`config.mk`:
```
export PLATFORM = sky130hd
export DESIGN_NAME = sh7604_dmac_chsched_flat
export DESIGN_NICKNAME = d
export VERILOG_FILES = /design/src/rtl/sh7604_dmac_chsched_pkg.sv /design/src/rtl/sh7604_dmac_chsched_if.sv /design/src/rtl/sh7604_dmac_reqdet.sv /design/src/rtl/sh7604_dmac_chsched.sv /design/src/flat_wrapper.sv
export SDC_FILE = /design/constraint.sdc
export NUM_CORES = 1
export LEC_CHECK = 0
export BUFFER_PORTS_ARGS = -buffer_cell sky130_fd_sc_hd__buf_4
export CAP_MARGIN = 20
export CORE_ASPECT_RATIO = 1.25
export CORE_MARGIN = 2
export CORE_UTILIZATION = 45
export DETAILED_ROUTE_END_ITERATION = 7
export PLACE_DENSITY = 0.78
export SYNTH_ARGS = -nofsm -noshare
export SYNTH_HDL_FRONTEND = slang
export SYNTH_SLANG_ARGS = --single-unit
```
`constraint.sdc`:
```
create_clock -name CLK -period 2.35 [get_ports CLK]
set_clock_uncertainty 0.2 [all_clocks]
set_input_delay 0 -clock CLK [delete_from_list [all_inputs] [get_ports CLK]]
set_output_delay 0 -clock CLK [all_outputs]
set_load 0.05 [all_outputs]
```
`src/rtl/sh7604_dmac_chsched_pkg.sv`:
```
// Shared types and helpers for the SH7604 DMAC channel request scheduler.
package sh7604_dmac_chsched_pkg;

  typedef enum logic [1:0] {
    IDLE    = 2'd0,
    GRANT   = 2'd1,
    XFER    = 2'd2,
    RELEASE = 2'd3
  } DMASCHED_STATE_t;

  localparam logic [1:0] DMA_RS_DREQ = 2'b00;
  localparam logic [1:0] DMA_RS_RXI  = 2'b01;
  localparam logic [1:0] DMA_RS_TXI  = 2'b10;
  localparam logic [1:0] DMA_RS_NONE = 2'b11;

  localparam int MAX_NCH = 4;

  // Fixed priority scans from 0; round-robin scans from ptr and wraps modulo nch.
  function automatic int pickWinner(input logic [MAX_NCH-1:0] req, input int ptr,
                                    input logic rr, input int nch);
    int win;
    int idx;
    logic found;
    win   = 0;
    found = 1'b0;
    for (int k = 0; k < MAX_NCH; k++) begin
      idx = rr ? ((ptr + k) % nch) : k;
      if (!found && (k < nch) && req[idx]) begin
        win   = idx;
        found = 1'b1;
      end
    end
    return win;
  endfunction

endpackage

```
`src/rtl/sh7604_dmac_chsched_if.sv`:
```
// Grant handshake between the channel scheduler and the DMAC transfer engine.
interface sh7604_dmac_chsched_if #(parameter int NCH = 2);
  localparam int CW = (NCH > 2) ? 2 : 1;

  logic          GNT_VALID;
  logic [CW-1:0] GNT_CH;
  logic          GNT_BURST;
  logic          XFER_BUSY;
  logic          UNIT_DONE;
  logic          LAST;

  modport master (output GNT_VALID, GNT_CH, GNT_BURST,
                  input  XFER_BUSY, UNIT_DONE, LAST);
  modport slave  (input  GNT_VALID, GNT_CH, GNT_BURST,
                  output XFER_BUSY, UNIT_DONE, LAST);
endinterface

```
`src/rtl/sh7604_dmac_reqdet.sv`:
```
// Per-channel request detector: DREQ edge/level sense, source select and the pending flag.
module sh7604_dmac_reqdet
  import sh7604_dmac_chsched_pkg::*;
(
  input  logic       CLK,
  input  logic       RST_N,
  input  logic       CE_R_i,
  input  logic       ELIG_i,
  input  logic       AR_i,
  input  logic       DS_i,
  input  logic       DL_i,
  input  logic [1:0] RS_i,
  input  logic       DREQ_i,
  input  logic       RXI_IRQ_i,
  input  logic       TXI_IRQ_i,
  input  logic       DONE_i,
  output logic       REQ_PEND_o
);

  logic dreqOld_q, dreqOld_d;
  logic reqPend_q, reqPend_d;
  logic rawReq, srcReq;

  always_ff @(posedge CLK or negedge RST_N) begin
    if (!RST_N) begin
      dreqOld_q <= 1'b0;
      reqPend_q <= 1'b0;
    end else begin
      dreqOld_q <= dreqOld_d;
      reqPend_q <= reqPend_d;
    end
  end

  // Clear beats set, so an edge arriving in the same cycle as its unit's completion is dropped.
  always_comb begin
    rawReq = (DREQ_i == DL_i) & (~DS_i | (dreqOld_q != DL_i));
    case (RS_i)
      DMA_RS_DREQ: srcReq = rawReq;
      DMA_RS_RXI:  srcReq = RXI_IRQ_i;
      DMA_RS_TXI:  srcReq = TXI_IRQ_i;
      DMA_RS_NONE: srcReq = 1'b0;
      default:     srcReq = 1'b0;
    endcase
    if (AR_i) srcReq = 1'b1;
    dreqOld_d = CE_R_i ? DREQ_i : dreqOld_q;
    reqPend_d = reqPend_q;
    if (DONE_i || !ELIG_i) reqPend_d = 1'b0;
    else if (CE_R_i && srcReq) reqPend_d = 1'b1;
  end

  assign REQ_PEND_o = reqPend_q;

endmodule

```
`src/rtl/sh7604_dmac_chsched.sv`:
```
// SH7604 DMAC channel scheduler: arbitrates pending channel requests and grants one at a time.
module sh7604_dmac_chsched
  import sh7604_dmac_chsched_pkg::*;
#(
  parameter int NCH     = 2,
  parameter int RR_INIT = 0
) (
  input  logic             CLK,
  input  logic             RST_N,
  input  logic             CE_R_i,
  input  logic             CE_F_i,
  input  logic             DME_i,
  input  logic             NMIF_i,
  input  logic             AE_i,
  input  logic             PR_i,
  input  logic [NCH-1:0]   DE_i,
  input  logic [NCH-1:0]   TE_i,
  input  logic [NCH-1:0]   AR_i,
  input  logic [NCH-1:0]   DS_i,
  input  logic [NCH-1:0]   DL_i,
  input  logic [NCH-1:0]   TB_i,
  input  logic [2*NCH-1:0] RS_i,
  input  logic [NCH-1:0]   DREQ_i,
  input  logic             RXI_IRQ_i,
  input  logic             TXI_IRQ_i,
  output logic [NCH-1:0]   REQ_PEND_o,
  sh7604_dmac_chsched_if.master bus
);

  localparam int CW = (NCH > 2) ? 2 : 1;

  DMASCHED_STATE_t state_q, state_d;
  logic [CW-1:0] gntCh_q, gntCh_d;
  logic [CW-1:0] rrPtr_q, rrPtr_d;
  logic burst_q, burst_d;

  logic [NCH-1:0] elig, reqPend, unitDone;
  logic [MAX_NCH-1:0] candReq;
  int winner;
  logic eligGnt, holdGnt, doneEvt;

  assign elig    = {NCH{DME_i & ~NMIF_i & ~AE_i}} & DE_i & ~TE_i;
  assign doneEvt = CE_F_i & bus.UNIT_DONE & (state_q == XFER);

  for (genvar i = 0; i < NCH; i++) begin : g_ch
    assign unitDone[i] = doneEvt & (gntCh_q == CW'(i));
    sh7604_dmac_reqdet u_reqdet (
      .CLK        (CLK),
      .RST_N      (RST_N),
      .CE_R_i     (CE_R_i),
      .ELIG_i     (elig[i]),
      .AR_i       (AR_i[i]),
      .DS_i       (DS_i[i]),
      .DL_i       (DL_i[i]),
      .RS_i       (RS_i[2*i +: 2]),
      .DREQ_i     (DREQ_i[i]),
      .RXI_IRQ_i  (RXI_IRQ_i),
      .TXI_IRQ_i  (TXI_IRQ_i),
      .DONE_i     (unitDone[i]),
      .REQ_PEND_o (reqPend[i])
    );
  end

  assign REQ_PEND_o = reqPend;

  always_comb begin
    candReq          = '0;
    candReq[NCH-1:0] = reqPend & elig;
  end

  assign winner  = pickWinner(candReq, int'(rrPtr_q), PR_i, NCH);
  assign eligGnt = elig[gntCh_q];
  assign holdGnt = AR_i[gntCh_q] | (DREQ_i[gntCh_q] == DL_i[gntCh_q]);

  always_ff @(posedge CLK or negedge RST_N) begin
    if (!RST_N) begin
      state_q <= IDLE;
      gntCh_q <= '0;
      burst_q <= 1'b0;
      rrPtr_q <= CW'(RR_INIT);
    end else begin
      state_q <= state_d;
      gntCh_q <= gntCh_d;
      burst_q <= burst_d;
      rrPtr_q <= rrPtr_d;
    end
  end

  // A granted unit is never cut short: loss of eligibility in XFER waits for UNIT_DONE.
  always_comb begin
    state_d = state_q;
    gntCh_d = gntCh_q;
    burst_d = burst_q;
    rrPtr_d = rrPtr_q;
    if (CE_F_i) begin
      case (state_q)
        IDLE: begin
          if (|candReq) begin
            state_d = GRANT;
            gntCh_d = CW'(winner);
            burst_d = TB_i[gntCh_d] | AR_i[gntCh_d];
          end
        end
        GRANT: begin
          if (!eligGnt) state_d = RELEASE;
          else if (bus.XFER_BUSY) state_d = XFER;
        end
        XFER: begin
          if (bus.UNIT_DONE && (bus.LAST || !eligGnt || !(burst_q && holdGnt)))
            state_d = RELEASE;
        end
        RELEASE: begin
          state_d = IDLE;
          if (PR_i) rrPtr_d = (gntCh_q == CW'(NCH-1)) ? '0 : gntCh_q + CW'(1);
        end
        default: state_d = IDLE;
      endcase
    end
  end

  always_comb begin
    logic gntValid;
    gntValid      = (state_q == GRANT) || (state_q == XFER);
    bus.GNT_VALID = gntValid;
    bus.GNT_CH    = gntCh_q;
    bus.GNT_BURST = burst_q & gntValid;
  end

endmodule
```
`src/flat_wrapper.sv`:
```
// flat-port wrapper written by rule: the top's interface ports become plain ports
module sh7604_dmac_chsched_flat import sh7604_dmac_chsched_pkg::*;
#(
  parameter int NCH     = 2,
  parameter int RR_INIT = 0
)
  (CLK, RST_N, CE_R_i, CE_F_i, DME_i, NMIF_i, AE_i, PR_i, DE_i, TE_i, AR_i, DS_i, DL_i, TB_i, RS_i, DREQ_i, RXI_IRQ_i, TXI_IRQ_i, REQ_PEND_o, bus_GNT_VALID, bus_GNT_CH, bus_GNT_BURST, bus_XFER_BUSY, bus_UNIT_DONE, bus_LAST);
  sh7604_dmac_chsched_if #(.NCH(NCH)) bus_i ();
  input  logic CLK;
  input  logic RST_N;
  input  logic CE_R_i;
  input  logic CE_F_i;
  input  logic DME_i;
  input  logic NMIF_i;
  input  logic AE_i;
  input  logic PR_i;
  input  logic [NCH-1:0] DE_i;
  input  logic [NCH-1:0] TE_i;
  input  logic [NCH-1:0] AR_i;
  input  logic [NCH-1:0] DS_i;
  input  logic [NCH-1:0] DL_i;
  input  logic [NCH-1:0] TB_i;
  input  logic [2*NCH-1:0] RS_i;
  input  logic [NCH-1:0] DREQ_i;
  input  logic RXI_IRQ_i;
  input  logic TXI_IRQ_i;
  output logic [NCH-1:0] REQ_PEND_o;
  output wire logic [$bits(bus_i.GNT_VALID)-1:0] bus_GNT_VALID;
  output wire logic [$bits(bus_i.GNT_CH)-1:0] bus_GNT_CH;
  output wire logic [$bits(bus_i.GNT_BURST)-1:0] bus_GNT_BURST;
  input wire logic [$bits(bus_i.XFER_BUSY)-1:0] bus_XFER_BUSY;
  input wire logic [$bits(bus_i.UNIT_DONE)-1:0] bus_UNIT_DONE;
  input wire logic [$bits(bus_i.LAST)-1:0] bus_LAST;
  assign bus_GNT_VALID = bus_i.GNT_VALID;
  assign bus_GNT_CH = bus_i.GNT_CH;
  assign bus_GNT_BURST = bus_i.GNT_BURST;
  assign bus_i.XFER_BUSY = bus_XFER_BUSY;
  assign bus_i.UNIT_DONE = bus_UNIT_DONE;
  assign bus_i.LAST = bus_LAST;
  sh7604_dmac_chsched #(.NCH(NCH), .RR_INIT(RR_INIT)) u_core (.CLK(CLK), .RST_N(RST_N), .CE_R_i(CE_R_i), .CE_F_i(CE_F_i), .DME_i(DME_i), .NMIF_i(NMIF_i), .AE_i(AE_i), .PR_i(PR_i), .DE_i(DE_i), .TE_i(TE_i), .AR_i(AR_i), .DS_i(DS_i), .DL_i(DL_i), .TB_i(TB_i), .RS_i(RS_i), .DREQ_i(DREQ_i), .RXI_IRQ_i(RXI_IRQ_i), .TXI_IRQ_i(TXI_IRQ_i), .REQ_PEND_o(REQ_PEND_o), .bus(bus_i));
endmodule
```
After elaboration in Yosys (flattened, before gate mapping)
Cells that the tools add are included.
Cells by class
  multipliers: 0
  bitwise operators: 23
  multiplexer cells: 37
  order comparisons: 4
  reduce and logical (&&, ||, !) cells: 24
  shift-type cells: 0
  equal/unequal tests: 17
  add/sub/neg operators: 2
  divide/modulo/power cells: 0
Operator list (number)
  less-than comparator 32 x 4 -> 1 bit (second input constant): 2
  2-to-1 mux 32 bit: 1
  2-to-1 mux 1 bit: 27
  == test 2 bit (second input constant): 6
  bitwise AND 1 bit: 9
  2-to-1 mux 2 bit: 4
  one-hot mux 1 bit (4 select lines): 2
  one-hot mux 2 bit (4 select lines): 1
  bitwise AND 2 bit: 3
  == test 2 x 1 -> 1 bit (second input constant): 3
  zero test 2 bit: 3
  AND reduction 3 bit: 2
  logical AND 1 bit: 5
  zero test 1 bit: 5
  logical OR 1 bit: 5
  NOT 1 bit: 5
  binary-select mux 1 bit (select 2 bit): 2
  less-than comparator 1 x 2 -> 1 bit (second input constant): 2
  inequality test 2 x 1 -> 1 bit (second input constant): 2
  OR 1 bit: 4
  AND reduction 4 bit: 1
  nonzero test 2 bit: 2
  == test 1 bit: 3
  inequality test 3 bit (second input constant): 1
  other kinds (5): 7
Word-level totals
  register bits: 9
  RAM bits: 0
  memory bits (read-only): 0
  memories: 0
  latch bits: 0
  word-level logic and storage cells: 115
  output and inout port bits: 5

Logic depth before layout (Yosys ltp)
Gate-level depths: netlist of the first run.
  word-level depth: 16
  depth in mapped cells: 7

Hierarchy
From an unflattened synthesis of the first run, not the netlist that was laid out.
Unflattened totals
  cells, all modules: 89
  area total of the unflattened synthesis: 795.8 sq um
Modules (own cells, without submodules)
  sh7604_dmac_chsched: instances 1, area each 490.5 sq um, cells an instance 59
  sh7604_dmac_reqdet: instances 2, area each 152.6 sq um, cells an instance 15

Least setup slack after synthesis of the first run
No wires, ideal clock.
  kind: register -> register
  from: reg u_core.gntCh_q (netlist: u_core.bus.GNT_CH)
  to: reg u_core.state_q[1]
  arrival: 1.576 ns
  cell stages (with the launch flop): 6
  path slack: 0.448 ns
  clock period less this slack: 1.902 ns
  library setup time: 0.125 ns
  path through: dfrtp_1 > nor2b_1 > a221oi_1 > o211ai_1 > nand2_2 > mux2_4
Between the ends
  cells in the longest elaborated chain, start to end: 10
RTL lines
  start: declaration: RTL line sh7604_dmac_chsched.sv:33  | logic [CW-1:0] gntCh_q, gntCh_d;
  start signal: assignment: RTL line sh7604_dmac_chsched.sv:83  | gntCh_q <= gntCh_d;
  2-to-1 mux 1 bit (not written as such) (2 in series): RTL line sh7604_dmac_chsched.sv:73  | assign holdGnt = AR_i[gntCh_q] | (DREQ_i[gntCh_q] == DL_i[gntCh_q]);
  == test 1 bit: RTL line sh7604_dmac_chsched.sv:73
  OR 1 bit: RTL line sh7604_dmac_chsched.sv:73
  logical AND 1 bit: RTL line sh7604_dmac_chsched.sv:109  | if (bus.UNIT_DONE && (bus.LAST || !eligGnt || !(burst_q && holdGnt)))
  zero test 1 bit: RTL line sh7604_dmac_chsched.sv:109
  logical OR 1 bit: RTL line sh7604_dmac_chsched.sv:109
  logical AND 1 bit: RTL line sh7604_dmac_chsched.sv:109
  inequality test 2 x 1 -> 1 bit (no source line)
  AND reduction 4 bit (no source line)
  end signal: assignment: RTL line sh7604_dmac_chsched.sv:82  | state_q <= state_d;
  end: declaration: RTL line sh7604_dmac_chsched.sv:32  | DMASCHED_STATE_t state_q, state_d;
Several ways; a longest one is shown, not always the timed one. The select of a mux whose other input is x is not followed.
A chain may end at the register's enable or synchronous reset.

Final worst setup path of the first run
  from: reg u_core.state_q[0]
  to: reg u_core.burst_q
Between the ends
  cells in the longest elaborated chain, start to end: 2
RTL lines
  zero test 2 bit: RTL line sh7604_dmac_chsched.sv:96  | case (state_q)
  AND reduction 3 bit (no source line)
  end signal: assignment: RTL line sh7604_dmac_chsched.sv:84  | burst_q <= burst_d;
  end: declaration: RTL line sh7604_dmac_chsched.sv:35  | logic burst_q, burst_d;
Every way passes these cells.

==> impl_results.md, run 1 <==
- Status: completed
- Drt total wl: 2.375 mm
- Core area: 0.001582 sq mm
- Warnings from Yosys: 0
- First-pass GRT wire length: about 3.9 mm
- Top cells by count, synth: dfrtp_1, inv_1, nand2_1, nor2b_1, ha_1
- Synth Register Bits: 9
- Die H: ~50 um
- Critical Path RT: approximately 2.3 ns
- Setup_tns: 0 ns
- Clk sinks: 9
- WP data arrival: 2.21 ns
- Power per cell area: 566.5 mW/mm^2
- Worst hold path endpoint: u_core.bus.GNT_CH
- Hold path depth: 4
- Root Driver: clkbuf_4
- Post-synth top area share: between 20 and 30%
- Fmax: between 400 and 500 MHz
- Final hold vios: 0
- Worst-Skew Late Latency: 0.28 ns
- Fillers: between 100 and 150
- Stages on worst setup path: 6
- Syn Inst Count: 84
- Worst Setup End Kind: flop
- Seq/Total Area, Yosys: 29.56%
- Normalized max-slew margin: 70.22%
- DRT Pass-1 Iters: 4
- Area Growth Syn to Fin: 71.59%
- Max-slew violations: 0
- HP Start: DE_i[1]
- Capturing point of the worst reg2reg path: u_core.burst_q
- Final min period: 2.249 ns
- Final setup violation count: 0
- Io pins: 36
- Fin util: 82.67%
- Starting Density: between 40% and 50%
- HPWL after DPL: 1.564 mm
- Max-capacitance violation count: 0
- Post-Layout Cell Count: approximately 160
- Total gr overflow: 0
- WP buf/inv: 2
- Routed len/inst: between 10 and 15 um
- Number of global-route vias before repair: 920
- Share of layout cells above drive strength 1: between 30% and 40%
- Worst Max-Slew Pin Slew: 0.4452 ns
- Synth Area per Inst: 9.071 sq um
- Met3 Track Usage GR: 5.405%
- P_leak: 0.6025 nW
- Crit path launch type: flop
- Top cells by area, synth: dfrtp_1, ha_1, nor2b_1
- R2R Setup Slk: roughly 0.10 ns
- VDD IR max: 627.6 uV
- Maximum number of pins on one net before global-route repair: 10
- CP top delay family: buffers and inverters
- Initial antenna violation count: 0
- DIE AREA: 0.002040 sq mm
- EDFF count, synth: 0
- Critical R2R Launch: u_core.state_q[0]
- RD Place Congestion: a little over 0.8
- Async set-reset flop share out of synthesis: 100.0%
- Htree depth: 1
- Reg2reg path depth: 6
- Dpl ws: just over 0.4 ns
- Nets@finish: 182
- Clk slew on worst S/H paths: 0.07 ns
- Max stage delay on crit path: about 0.57 ns
- Via density: around 5.3
- Mapped Nets: 120
- Iter 0 DRT Violations: 14
- Final Cycle Share: approximately 96%
- CTS tree: done
- Diode count: 0
- Crit-path max FO: 4
- Post-Synthesis Cell Area: ~760 sq um
- CTS max path bufs: 2
- Critical path's slowest cell: dlygate4sd3_1
- GRT busiest layer: met2
- Overall Global Routing Usage: about 29%
- Global Route met1 Usage: around a third
- RSZ-0062 raised after global routing: no
- Via count: 868
- Cell taking the most area after synthesis: dfrtp_1
- GR Util met2: 45.57%
- DRT antenna net count: 0
- Total CTS buffers: 3
- Class of the most critical hold timing path: input port to flop
- Critical path cell sequence: inv_1 > ha_1 > nand3_1 > dlygate4sd3_1 > nor2_2 > mux2_2
- Synth cell types: 32
- Dpl cells: 135
- CP Class: flop to flop
- Row cnt: 16
- Die Wd: 40.81 um
- IO Port Bufs: 35
- Worst Slack Setup Final: roughly 0.1 ns
- DRC: 0
- Power, Total: 0.0007407 W
- Primary FF master, synth: dfrtp_1
where the power goes:
group	leakage, nW	internal [W]	total, W	switching [W]
clock	0.0150	0.0000661	0.000133	0.0000672
combinational	0.476	0.000192	0.000403	0.000211
sequential	0.112	0.000178	0.000205	0.0000264
stage by stage:
step / hold slack, ns / cell area, sq um
floorplan: -0.4956 / 762.0
global placement: -0.3661 / 1032
detailed placement: -0.3662 / 1032
CTS: 0.07052 / 1289
global route: 0.1178 / 1308
finish: 0.08647 / 1308
flip-flops by register name, indices dropped and copies added (netlist names):
register                         cells
u_core.burst_q                       1
u_core.state_q                       2
u_core.bus.GNT_CH                    1
u_core.rrPtr_q                       1
u_core.g_ch.u_reqdet.REQ_PEND_o      2
u_core.g_ch.u_reqdet.dreqOld_q       2
worst min-delay path, cell delays in order:
cell       delay (ns)
buf_4            0.11
nor2b_2          0.16
o2111ai_1        0.16
mux2i_1          0.09
cell type report:
class | instances | area (sq um) | area share [%]
clock buffer | 4 | 26.28 | 2.010
timing repair buffer | 59 | 500.5 | 38.28
tap | 18 | 22.52 | 1.722
inverter | 9 | 33.78 | 2.584
multi-input combinational | 64 | 499.2 | 38.18
sequential | 9 | 225.2 | 17.22
routing by layer:
layer | up-vias | share of wire, %
li1 | 423 | -
met1 | 408 | 39
met2 | 26 | 53
met3 | 11 | 4.4
met4 | 0 | 3.8
met5 | - | 0
worst max path at each step:
stage | end | start
floorplan | u_core.state_q[1] | u_core.bus.GNT_CH
global placement | u_core.state_q[1] | u_core.state_q[0]
detailed placement | u_core.state_q[1] | u_core.state_q[0]
CTS | u_core.burst_q | u_core.state_q[0]
global route | u_core.burst_q | u_core.state_q[1]
finish | u_core.burst_q | u_core.state_q[0]
placed cells by master, fill, tap and decap left out, drive strengths merged, types with 2 or more instances in the layout:
master	Yosys	routed
buf	2	36
a21oi	4	4
mux2	4	4
a221oi	3	3
ha	5	5
nand3b	3	3
inv	9	9
nor2	4	4
nor2b	6	6
o22ai	2	2
nand3	3	3
dlygate4sd3	0	23
o21ai	4	4
mux2i	2	2
xor2	2	2
nand2	7	7
nor3	2	2
o41a	2	2
clkbuf	0	4
dfrtp	9	9
cell families (layout without fill, tap and decap cells):
family / count (synthesis) / in the layout / share of synthesized area (%)
adders and majority gates: 5 / 5 / 8.210
DFF: 9 / 9 / 29.56
and+or+nand+nor: 30 / 30 / 22.99
xor gates and xnor gates: 2 / 2 / 2.299
buffers and inverters: 11 / 72 / 6.403
muxes: 6 / 6 / 9.030
AOI/OAI and AO/OA: 21 / 21 / 21.51
timing repair:
item,4_1_cts,5_1_grt
endpoints found under the setup margin,0,2
resized for setup,0,3
hold buffers,23,0
endpoints found under the hold margin,17,0
buffers inserted,0,1
Note: power is estimated with default switching activity, not from simulation.
==> run 2: changes to the inputs <==
--- a/config.mk
+++ b/config.mk
@@ -5,11 +5,12 @@
 export SDC_FILE = /design/constraint.sdc
 export NUM_CORES = 1
 export LEC_CHECK = 0
+export ABC_AREA = 1
 export BUFFER_PORTS_ARGS = -buffer_cell sky130_fd_sc_hd__buf_4
 export CAP_MARGIN = 20
 export CORE_ASPECT_RATIO = 1.25
 export CORE_MARGIN = 2
-export CORE_UTILIZATION = 45
+export CORE_UTILIZATION = 46
 export DETAILED_ROUTE_END_ITERATION = 7
 export PLACE_DENSITY = 0.78
 export SYNTH_ARGS = -nofsm -noshare
==> impl_results.md, run 2 <==
- Via density: 4.980
- CTS tree: done
- Cell Int Power: 0.0004144 W
- Fmax: 444.1 MHz
- Via count: approximately 1000
- Drt total wl: 2.436 mm
- Core area: around 0.0016 sq mm
- Power per cell area: 537.5 mW/mm^2
- Synth Area per Inst: 6.628 sq um
- First-pass GRT wire length: roughly 4 mm
- Initial antenna violation count: 0
- Most common cell in the netlist: nand2_1
- Flop pwr share: 29.6%
- Max-capacitance violation count: 0
- Synth cell types: 20
- EDFF count, synth: 0
- Async set-reset flop share out of synthesis: 100.0%
- Seq/Total Area, Yosys: approximately 28%
- WP buf/inv: 4
- Fillers: 96
- Worst Setup End Kind: flop
- Worst Max-Slew Pin Slew: 0.4315 ns
- Max stage delay on crit path: 0.59 ns
- Final min period: between 2 and 2.5 ns
- Top cells by count, synth: nand2_1, inv_1, nand3_1, nor2_1, dfrtp_1
- Worst-Skew Late Latency: roughly 0.26 ns
- Critical path's slowest cell: dlygate4sd3_1
- Mapped Nets: 157
- Post-synth top area share: around 28%
- Failing checks: design-rule violations, negative hold slack
- Root Driver: clkbuf_4
- Final setup violation count: 0
- P_leak: 0.6944 nW
- Starting Density: between 50% and 60%
- Total placed instance area: ~0.0011 sq mm
- Iter 0 DRT Violations: 11
- Post-CTS Setup Inserts: 0
- Min Hold Slack: -0.01491 ns
- Normalized max-slew margin: 71.14%
- RSZ-0062 raised after global routing: no
- Clk sinks: 9
- Part of the power in combinational logic: 53.2%
- Maximum number of pins on one net before global-route repair: 10
- CTS max path bufs: 2
- Setup_tns: 0 ns
- DRC: 2
- Sw Ratio: 42.42%
- Synth Register Bits: 9
- IO Port Bufs: 35
- Share of layout cells above drive strength 1: 30.39%
- DIE AREA: between 0.002 and 0.0025 sq mm
- Die H: 50.69 um
- Total gr overflow: 0
- Top cells by area, synth: dfrtp_1, nand2_1, inv_1
- Diode count: 0
- Total CTS buffers: 3
- Class of the most critical hold timing path: input port to flop
- Crit path launch type: input port
- Max-slew violations: 0
- Status: finished with violations
- HPWL after DPL: 1.577 mm
- Crit-path max FO: 3
- Final hold vios: 1
- Overall Global Routing Usage: 27.24%
- Critical path cell sequence: dlygate4sd3_1 > buf_4 > nor2_1 > dlygate4sd3_1 > o211ai_1 > dlygate4sd3_1 > a21oi_1
- Clk slew on worst S/H paths: 0.07 ns
- Most frequent cells in the layout: buf_4, nand2_1, dlygate4sd3_1
- Syn Inst Count: between 100 and 150
- CP top delay family: buffers and inverters
- Commonest non-fill, non-tap cell in the layout: buf_4
- Layout Cell Area excl Fill: 0.001339 sq mm
- Htree depth: 1
- Warnings from Yosys: 0
- CP Class: input port to flop
- Post-Synthesis Cell Area: 802.0 sq um
- DRT antenna net count: 0
- Row cnt: 16
- Most frequent cell on the critical path: dlygate4sd3_1
- RD Place Congestion: 0.8296
- Die Wd: 41.35 um
- Psw: 0.0003053 W
- Cell taking the most area after synthesis: dfrtp_1
- Number of global-route vias before repair: 974
- Area Growth Syn to Fin: 66.93%
- Clock share of power: 17.2%
- Nets@finish: between 200 and 250
- Critical Path RT: 2.34 ns
- DRT Pass-1 Iters: 6
- VDD IR max: 747.4 uV
- Primary FF master, synth: dfrtp_1
- Io pins: 36
- Routed len/inst: between 10 and 15 um
- Final Cycle Share: a little over nine tenths
- WP data arrival: 2.24 ns
[run 2: cell types whose count changed after synthesis, sizes merged, moves of 3 or more]
cell | before | now
a21oi | 4 | 8
nand3 | 3 | 16
mux2 | 4 | 0
a221oi | 3 | 0
nor2 | 4 | 13
nand3b | 3 | 0
inv | 9 | 21
nand2 | 7 | 32
nor2b | 6 | 0
o21ai | 4 | 8
[run 2: logic make-up after synthesis]
group,after synthesis,synth area share [%]
and+or+nand+nor,64,39.47
buffers and inverters,24,12.17
AOI/OAI and AO/OA,19,12.48
DFF,9,28.08
adders and majority gates,5,7.800
[run 2: final timing paths]
path,start,to,slack [ns],depth (start not counted)
max,TE_i[1],u_core.g_ch[1].u_reqdet.REQ_PEND_o,0.1,7
min,TE_i[0],u_core.g_ch[0].u_reqdet.REQ_PEND_o,-0.01,6
max reg2reg,u_core.state_q[0],u_core.g_ch[1].u_reqdet.REQ_PEND_o,0.33,6
min reg2reg,u_core.burst_q,u_core.burst_q,0.32,2
max in group asynchronous,RST_N,u_core.g_ch[0].u_reqdet.dreqOld_q,1.11,3
min in group asynchronous,RST_N,u_core.state_q[0],0.54,3
[run 2: layer usage]
metal,part of all wire [%],global-route usage [%],routed length [um]
met1,39,30.17,955
met2,55,49.48,1342
met3,4.6,4.425,111
met4,1.1,7.527,27
met5,0,0,0
[run 2: final cells by class]
class | instances | area (sq um) | area share (%)
Sequential cell | 9 | 225.2 | 16.82
Multi-Input combinational cell | 88 | 489.2 | 36.54
Inverter | 22 | 82.58 | 6.168
Clock buffer | 4 | 26.28 | 1.963
Tap cell | 18 | 22.52 | 1.682
Timing Repair Buffer | 58 | 493.0 | 36.82
[run 2: power groups by stage]
stage / sequential, W / clock, W / combinational (W)
floorplan: 0.000210 / 0 / 0.000239
global placement: 0.000214 / 0 / 0.000333
detailed placement: 0.000215 / 0 / 0.000340
CTS: 0.000212 / 0.000123 / 0.000373
global route: 0.000217 / 0.000131 / 0.000430
finish: 0.000213 / 0.000124 / 0.000383
[run 2: through the flow]
step                 power, W  utilization, %  hold slack, ns  setup slack [ns]  instances
global placement    0.0005470           66.95         -0.3696            0.8897        172
detailed placement  0.0005549           66.95         -0.3696            0.8511        172
finish              0.0007196           83.59        -0.01491           0.09848        199
floorplan           0.0004490               -         -0.4956            0.6736        121
global route        0.0007781           83.59         0.04175           0.02078        199
CTS                 0.0007085           83.59        0.006785           0.03988        200
[run 2: worst register-to-register path, stage by stage, from the launching register on]
cell	delay [ns]
dfrtp_1	0.42
inv_1	0.14
ha_1	0.20
nand3_1	0.11
o211ai_1	0.18
dlygate4sd3_1	0.60
a21oi_1	0.05
[run 2: repair_timing]
action	CTS	global route
hold buffers	24	0
endpoints found under the hold margin	18	0
resized for setup	0	5
setup endpoints to repair	0	1
==> run 3: changes to the inputs <==
--- a/config.mk
+++ b/config.mk
@@ -8,10 +8,11 @@
 export ABC_AREA = 1
 export BUFFER_PORTS_ARGS = -buffer_cell sky130_fd_sc_hd__buf_4
 export CAP_MARGIN = 20
-export CORE_ASPECT_RATIO = 1.25
+export CORE_ASPECT_RATIO = 0.9
 export CORE_MARGIN = 2
 export CORE_UTILIZATION = 46
 export DETAILED_ROUTE_END_ITERATION = 7
+export GPL_TIMING_DRIVEN = 0
 export PLACE_DENSITY = 0.78
 export SYNTH_ARGS = -nofsm -noshare
 export SYNTH_HDL_FRONTEND = slang
==> impl_results.md, run 3 (same netlist as run 2, synthesis figures left out) <==
- DRC: 0
- Class of the most critical hold timing path: input port to flop
- Diode count: 0
- Status: finished with violations
- Commonest non-fill, non-tap cell in the layout: buf_4
- Dpl ws: 0.7849 ns
- Critical path's slowest cell: dlygate4sd3_1
- Routed len/inst: 12.21 um
- CP Class: input port to flop
- Drt total wl: 2.528 mm
- Clk slew on worst S/H paths: 0.06 ns
- Critical path cell sequence: dlygate4sd3_1 > buf_4 > nor2_1 > dlygate4sd3_1 > o211ai_1 > dlygate4sd3_1 > a21oi_1
- Normalized max-slew margin: 70.21%
- WP data arrival: 2.21 ns
- P_leak: 0.7062 nW
- WP buf/inv: 4
- Root Driver: clkbuf_4
- IO Port Bufs: 35
- HP Start: TE_i[0]
- Crit-path max FO: 3
- Row cnt: 14
- Fillers: approximately 110
- Io pins: 36
- Max-slew violations: 0
- Hold path depth: 6
- Total gr overflow: 0
- Post-Layout Cell Count: approximately 210
- Area Growth Syn to Fin: 68.49%
- Initial antenna violation count: 0
- Die H: between 40 and 50 um
- Share of layout cells above drive strength 1: approximately 29%
- Worst Setup End Kind: flop
- Failing checks: negative hold slack
- Final Cycle Share: 94.52%
- Htree depth: 1
- Register area: 225.2 sq um
- Final min period: about 2.2 ns
- Final hold vios: 1
- Fmax: 450.2 MHz
- Setup_tns: 0 ns
- CTS tree: done
- CP top delay family: buffers and inverters
- Worst Slack Setup Final: 0.1287 ns
- Most frequent cells in the layout: buf_4, nand2_1, dlygate4sd3_1
- Dpl cells: 180
- Worst Max-Slew Pin Slew: 0.4454 ns
- Via density: 4.966
- Overall Global Routing Usage: between 20% and 30%
- Footprint of the multi-input gates: 479.2 sq um
- Number of global-route vias before repair: 982
- HPWL after DPL: 1.640 mm
- VDD IR max: 719.3 uV
- RD Place Congestion: 0.7680
- Die Wd: 48.02 um
- Nets@finish: between 200 and 250
- Via count: 1028
- Critical Path RT: 2.34 ns
- RSZ-0062 raised after global routing: no
- CTS max path bufs: 2
- Core area: approximately 0.0017 sq mm
- DIE AREA: 0.002094 sq mm
- Most frequent cell on the critical path: dlygate4sd3_1
- First-pass GRT wire length: 3.995 mm
- Worst hold path endpoint: u_core.g_ch[0].u_reqdet.REQ_PEND_o
- Min Hold Slack: -0.07028 ns
- Starting Density: 48.20%
- Reg2reg path depth: 6
- Final setup violation count: 0
- Clk sinks: 9
- Total CTS buffers: 3
- Power per cell area: approximately 530 mW/mm^2
- DRT Pass-1 Iters: 4
- Worst-Skew Late Latency: 0.26 ns
- Iter 0 DRT Violations: 42
- R2R Setup Slk: 0.37 ns
- Critical R2R Launch: u_core.state_q[0]
- Maximum number of pins on one net before global-route repair: 10
- Capturing point of the worst reg2reg path: u_core.g_ch[1].u_reqdet.REQ_PEND_o
- Max-capacitance violation count: 0
- Crit path launch type: input port
- DRT antenna net count: 0
- Max stage delay on crit path: ~0.58 ns
[run 3: cell count changes in the layout (fill, tap and decap cells not counted)]
| cell | before | now |
|---|---|---|
| nand2_2 | 5 | 4 |
| nand2_1 | 27 | 28 |
| a21oi_2 | 2 | 0 |
| inv_1 | 18 | 19 |
| buf_4 | 35 | 37 |
| a21oi_1 | 6 | 8 |
| inv_2 | 3 | 2 |
[run 3: cell type report]
type,instances,area share (%)
Tap cell,24,2.222
Buffer,2,1.111
Clock buffer,4,1.944
Sequential cell,9,16.67
Timing Repair Buffer,58,36.48
Inverter,22,6.111
Multi-Input combinational cell,88,35.46
[run 3: what timing repair did]
item,in CTS,in global routing
setup endpoints to repair,0,1
resized for setup,0,1
hold buffers,24,0
hold endpoints to repair,18,0
setup buffers,0,0
[run 3: tightest hold or removal path: stages]
cell,delay (ns)
buf_4,0.08
nor2_2,0.04
nand2_1,0.06
clkinv_1,0.06
o21ai_0,0.07
a21oi_1,0.04
[run 3: metrics by stage]
step | utilization, % | cell area, sq um | hold slack [ns] | power [W]
floorplan | - | 802.0 | -0.4956 | 0.0004490
global placement | 65.79 | 1095 | -0.3739 | 0.0005448
detailed placement | 65.79 | 1095 | -0.3714 | 0.0005556
CTS | 81.80 | 1361 | 0.02068 | 0.0007083
global route | 81.20 | 1351 | 0.01544 | 0.0007687
finish | 81.20 | 1351 | -0.07028 | 0.0007137
[run 3: worst max-delay path by stage]
stage                                 start                                  to  depth (start not counted)  slack [ns]
final                               TE_i[1]  u_core.g_ch[1].u_reqdet.REQ_PEND_o                          7        0.13
after global routing                TE_i[1]  u_core.g_ch[1].u_reqdet.REQ_PEND_o                          7        0.01
after detailed placement  u_core.state_q[0]                   u_core.state_q[0]                          8        0.78
after floorplan           u_core.state_q[0]                       bus_GNT_BURST                          4        0.67
after global placement    u_core.state_q[0]                   u_core.state_q[1]                          8        0.85
after CTS                         DREQ_i[0]  u_core.g_ch[0].u_reqdet.REQ_PEND_o                         10        0.02
[run 3: routing by layer]
metal  vias up  part of all wire [%]  track usage, %  wire length [um]
met2        40                    52           45.87              1308
met5         -                     0               0                 0
met1       475                    39           30.21               996
met3         6                   6.6           7.917               167
met4         0                   2.2           10.81                55
li1        507                     -               -                 -
[run 3: power breakdown]
group          internal [W]  total (W)  switching [W]
logic              0.000162   0.000376       0.000214
registers          0.000185   0.000216      0.0000310
clock network     0.0000656   0.000122      0.0000568
